### src/rtl/branch_sequencer.sv
// Instruction sequencer: fetches 16-bit words, drives the ALU, resolves branches and owns the PC.
// Optional return stack for CALL/RET is enabled by defining SEQ_CALL_STACK_EN.
module branch_sequencer #(
  parameter int AW          = 8,
  parameter int STACK_DEPTH = 4
) (
  input  logic          clk,
  input  logic          rst_n,
  input  logic          start,
  output logic          imem_req,
  input  logic          imem_ack,
  output logic [AW-1:0] imem_addr,
  input  logic [15:0]   imem_data,
  output logic [3:0]    cont,
  output logic [7:0]    opnd,
  output logic          alu_en,
  input  logic [7:0]    aluo,
  input  logic          aluc,
  output logic          tcnd,
  output logic [AW-1:0] pc,
  output logic          busy,
  output logic          halted,
  output logic          stack_err
);

  localparam logic [2:0] S_IDLE   = 3'd0;
  localparam logic [2:0] S_FETCH  = 3'd1;
  localparam logic [2:0] S_DECODE = 3'd2;
  localparam logic [2:0] S_EXEC   = 3'd3;
  localparam logic [2:0] S_WB     = 3'd4;
  localparam logic [2:0] S_HALT   = 3'd5;

  localparam logic [3:0] OP_HALT = 4'b0000;
  localparam logic [3:0] OP_JMP  = 4'b0001;
  localparam logic [3:0] OP_CALL = 4'b0010;
  localparam logic [3:0] OP_RET  = 4'b0011;
  localparam logic [3:0] OP_JZ   = 4'b0100;
  localparam logic [3:0] OP_JNZ  = 4'b0101;
  localparam logic [3:0] OP_JC   = 4'b0110;
  localparam logic [3:0] OP_JNC  = 4'b0111;

  logic [2:0]    state;
  logic [3:0]    ir_op;
  logic [7:0]    ir_arg;
  logic          z;
  logic          c;
  logic          taken;
  logic          stack_fault;
  logic [AW-1:0] pc_inc;
  logic [AW-1:0] target;

  // Outputs decoded straight from state so an async reset drops imem_req at once.
  assign imem_req  = (state == S_FETCH);
  assign alu_en    = (state == S_EXEC);
  assign busy      = (state == S_FETCH) || (state == S_DECODE) || (state == S_EXEC) || (state == S_WB);
  assign halted    = (state == S_HALT);
  assign imem_addr = pc;
  assign pc_inc    = pc + AW'(1);

`ifdef SEQ_CALL_STACK_EN
  localparam bit RET_TAKEN = 1'b1;
  localparam int SPW = $clog2(STACK_DEPTH + 1);
  localparam int IW  = (STACK_DEPTH > 1) ? $clog2(STACK_DEPTH) : 1;

  logic [AW-1:0]  stack [STACK_DEPTH];
  logic [SPW-1:0] sp;
  logic [SPW-1:0] sp_dec;
  logic           stack_err_q;

  assign sp_dec      = sp - SPW'(1);
  assign stack_fault = ((cont == OP_CALL) && (sp == SPW'(STACK_DEPTH))) ||
                       ((cont == OP_RET) && (sp == '0));
  assign target      = (cont == OP_RET) ? stack[sp_dec[IW-1:0]] : AW'(opnd);
  assign stack_err   = stack_err_q;

  always_ff @(posedge clk or negedge rst_n) begin
    if (!rst_n) begin
      sp          <= '0;
      stack_err_q <= 1'b0;
    end else if (state == S_WB && !cont[3]) begin
      if (stack_fault)
        stack_err_q <= 1'b1;
      else if (cont == OP_CALL)
        sp <= sp + SPW'(1);
      else if (cont == OP_RET)
        sp <= sp_dec;
    end
  end

  // Entry storage needs no reset: the stack pointer alone defines what is valid.
  always_ff @(posedge clk) begin
    if (state == S_WB && cont == OP_CALL && !stack_fault)
      stack[sp[IW-1:0]] <= pc_inc;
  end
`else
  localparam bit RET_TAKEN = 1'b0;
  assign stack_fault = 1'b0;
  assign target      = AW'(opnd);
  assign stack_err   = 1'b0;
`endif

  always_comb begin
    taken = 1'b0;
    case (cont)
      OP_JMP, OP_CALL: taken = 1'b1;
      OP_RET:          taken = RET_TAKEN;
      OP_JZ:           taken = z;
      OP_JNZ:          taken = !z;
      OP_JC:           taken = c;
      OP_JNC:          taken = !c;
      default:         taken = 1'b0;
    endcase
  end

  always_ff @(posedge clk or negedge rst_n) begin
    if (!rst_n) begin
      state  <= S_IDLE;
      pc     <= '0;
      ir_op  <= '0;
      ir_arg <= '0;
      cont   <= '0;
      opnd   <= '0;
      tcnd   <= 1'b0;
      z      <= 1'b0;
      c      <= 1'b0;
    end else begin
      case (state)
        S_IDLE: begin
          if (start) begin
            state <= S_FETCH;
            pc    <= '0;
          end
        end
        S_FETCH: begin
          if (imem_ack) begin
            ir_op  <= imem_data[15:12];
            ir_arg <= imem_data[7:0];
            state  <= S_DECODE;
          end
        end
        S_DECODE: begin
          cont <= ir_op;
          opnd <= ir_arg;
          if (ir_op[3])
            state <= S_EXEC;
          else if (ir_op == OP_HALT)
            state <= S_HALT;
          else
            state <= S_WB;
        end
        S_EXEC: state <= S_WB;
        S_WB: begin
          state <= S_FETCH;
          if (cont[3]) begin
            z  <= (aluo == 8'h00);
            c  <= aluc;
            pc <= pc_inc;
          end else if (stack_fault) begin
            state <= S_HALT;
          end else begin
            tcnd <= taken;
            pc   <= taken ? target : pc_inc;
          end
        end
        S_HALT: begin
          if (start) begin
            state <= S_FETCH;
            pc    <= '0;
            z     <= 1'b0;
            c     <= 1'b0;
          end
        end
        default: state <= S_IDLE;
      endcase
    end
  end

endmodule

### config.mk
export PLATFORM = sky130hd
export DESIGN_NAME = branch_sequencer
export DESIGN_NICKNAME = d
export VERILOG_FILES = /design/src/rtl/branch_sequencer.sv
export SDC_FILE = /design/constraint.sdc
export NUM_CORES = 1
export LEC_CHECK = 0
export ABC_AREA = 1
export ABC_CLOCK_PERIOD_IN_PS = 2580
export CAP_MARGIN = 20
export CORE_MARGIN = 3
export CORE_UTILIZATION = 50
export DETAILED_ROUTE_END_ITERATION = 10
export MAX_ROUTING_LAYER = met4
export PLACE_DENSITY = 0.89
export REMOVE_ABC_BUFFERS = 1
export SYNTH_ARGS = -nofsm -noshare
export SYNTH_HDL_FRONTEND = slang
export SYNTH_SLANG_ARGS = --single-unit
### constraint.sdc
create_clock -name clk -period 2.58 [get_ports clk]
set_input_delay 0.516 -clock clk [delete_from_list [all_inputs] [get_ports clk]]
set_output_delay 0.516 -clock clk [all_outputs]
set_load 0.05 [all_outputs]
==> impl_metrics.env <==
export IMPL_slew_limit_headroom=0.6605
export IMPL_cap_violations=0
export IMPL_multiInputGateArea_um2=817.0
export IMPL_yosysSeqAreaShare=0.4732
export IMPL_ys_flop_type="dfrtp_1"
export IMPL_final_antenna_net_count=0
export IMPL_drive_above_1_share=0.08609
export IMPL_peakVddDrop_mv=0.7689
export IMPL_clock_path_buffers=2
export IMPL_pwr_share_clk=0.165
export IMPL_worst_pin_slew_ns=0.5084
export IMPL_clock_latency_ns=0.29
export IMPL_r2r_start="state[1]"
export IMPL_clock_skew_ns=0.004717
export IMPL_cts_setup_buffers=0
export IMPL_firstDrtPassIters=4
export IMPL_holdWs_ns=0.5123
export IMPL_power_density_nw_per_um2=1395
export IMPL_syn2layout_area_growth_pct=34.06
export IMPL_setup_viol=0
export IMPL_crit_buf_inv=2
export IMPL_hold_class="flip-flop to flip-flop"
export IMPL_final_core_util=0.7143
export IMPL_cts_max_level=2
export IMPL_grt_pass1_vias=1776
export IMPL_final_hold_violation_count=0
export IMPL_die_w_um=69.40
export IMPL_portBuffers=57
export IMPL_die_h_um=69.40
export IMPL_netlist_instances=249
export IMPL_period_needed_ns=2.393
export IMPL_crit_path_cell_trace="inv_1 -> nor3_1 -> clkdlybuf4s50_1"
export IMPL_wl_um=4482
export IMPL_crit_path_start_kind="flip-flop"
export IMPL_internal_power_mw=1.933
export IMPL_dp_hpwl_um=3326
export IMPL_numCtsBuffers=5
export IMPL_cp_startpoint="state[0]"
export IMPL_syn_avg_cell_area_um2=8.070
export IMPL_fmax_mhz=417.9
export IMPL_slew_violations=0
export IMPL_required_ns=2.06
export IMPL_drt_initial_drc_count=114
export IMPL_cts_tree="yes"
export IMPL_critPathTopFamily="buffers and inverters"
export IMPL_synth_edff_count=0
export IMPL_fin_crit_sh=0.9275
export IMPL_n_fill_cell=312
export IMPL_ys_warnings_count=0
export IMPL_power_frac_comb=0.545
export IMPL_drc=0
export IMPL_routedWlPerCell_um=12.81
export IMPL_outcome="finished, final reports clean"
export IMPL_diodes=0
export IMPL_mappedNetlistArea_um2=2009
export IMPL_rows=22
export IMPL_seq_area_um2=950.9
export IMPL_rsz0062_at_grt="no"
export IMPL_seq_power_share=0.290
export IMPL_grt_pass1_wl_um=7700
export IMPL_viasPerCell=5.049
export IMPL_ys_types=30
export IMPL_cpPeakStageDelay_ns=0.82
export IMPL_track_usage=0.2068
export IMPL_cp_arrival_ns=1.88
export IMPL_async_flop_share=1.000
export IMPL_endpoint_kind="output port"
export IMPL_grt_overflow=0
export IMPL_io_pins=63
export IMPL_dieArea_um2=4816
export IMPL_cp_slowest_cell="clkdlybuf4s50_1"
export IMPL_cp_max_fo=6
export IMPL_ys_ff_latch=38
export IMPL_clock_sinks=38
export IMPL_root_buffer="clkbuf_8"
export IMPL_fin_nets=331
export IMPL_hold_path_startpoint="ir_arg[3]"
export IMPL_p_leak_nw=1.319
export IMPL_clkTransAtPathRegs_ns=0.07
export IMPL_tns_ns=0
export IMPL_antenna_found_initial=0
export IMPL_vias=1767
export IMPL_place_gp_congestion=0.8370
export IMPL_start_util=0.5328
export IMPL_p_switching_mw=1.826
export IMPL_grt_max_degree=39
export IMPL_core_area_um2=3771
export IMPL_power_share_switching=0.4859
export IMPL_critical_path_class="flip-flop to output port"
-- kinds of logic after synthesis --
family          synth area share
compound gates            0.1052
xor+xnor                 0.01308
fa+ha+maj               0.006226
buf+inv                   0.1202
flops                     0.4732
mux                      0.02055
other cells             0.001866
simple gates              0.2597
-- sequential cells by signal (all words and copies together), names as in the netlist --
signal and flops:
tcnd 1, imem_addr 8, opnd 8, ir_op 4
c 1, z 1, ir_arg 8, state 3
cont 4
-- final timing paths --
path,endpoint,slack (ns),depth (start not counted)
setup reg to reg,ir_op[0],1.09,5
min in group asynchronous,ir_op[3],0.64,2
max in group asynchronous,z,1.61,2
hold reg to reg,ir_arg[3],0.51,2
setup / recovery,alu_en,0.19,3
hold / removal,ir_arg[3],0.51,2
-- layout make-up --
type | count | area share
multi-input combinational | 161 | 0.3033
inverter | 36 | 0.05109
clock inverter | 2 | 0.02229
sequential | 38 | 0.3530
timing repair buffer | 59 | 0.2174
clock buffer | 6 | 0.03065
tap | 48 | 0.02229
-- cells in the final DEF, fill, tap and decap left out, types with 2 or more instances in the layout --
cell              n
buf_4             3
xnor2_1           2
nand2_1          57
o21ai_0          21
clkbuf_8          6
nand2_2           4
bufinv_16         2
nor3_1            2
dfrtp_1          38
inv_1            33
a21oi_1          11
nand3_1          26
clkdlybuf4s50_1  55
inv_2             2
nand4_1           3
nor2_1           21
mux2_4            2
-- power groups by stage --
stage | logic [mW] | registers [mW] | clock network (mW)
floorplan | 0.898 | 1.58 | 0
global placement | 1.99 | 1.08 | 0
detailed placement | 2.05 | 1.10 | 0
CTS | 2.06 | 1.09 | 0.631
global route | 2.22 | 1.13 | 0.659
finish | 2.05 | 1.09 | 0.620
-- tightest hold or removal path, cell delays in order, from the launching register on --
cell and delay (ns):
dfrtp_1 0.36, inv_1 0.06, a21oi_1 0.06
-- metal layers --
metal / track usage / routed length, um / up-vias
li1: - / - / 888
met1: 0.2125 / 1787 / 798
met2: 0.3591 / 2365 / 68
met3: 0.05507 / 211 / 13
met4: 0.1085 / 116 / 0
met5: - / 0 / -
-- metrics by stage --
step	instance area, um^2	std cells	worst slack, ns	power (mW)
floorplan	1906	235	0.4498	2.481
global placement	2549	342	0.4590	3.072
detailed placement	2549	342	0.4019	3.145
CTS	2691	350	0.07846	3.784
global route	2694	350	0.07089	4.014
finish	2694	350	0.1870	3.759
-- synth_stat cells, types with 3 or more instances --
master   instances  area [um^2]
a21oi_1         11        55.05
buf_4            9        67.56
dfrtp_1         38        950.9
inv_1           33        123.9
nand2_1         57        214.0
nand2_2          4        25.02
nand3_1         26        130.1
nand4_1          3        18.77
nor2_1          21        78.83
o21ai_0         21        105.1
-- repair_timing --
item	4_1_cts	5_1_grt
endpoints found under the setup margin	0	1
gates resized for setup	0	1
hold buffers	0	0
Power figures use the tool's default switching activity.
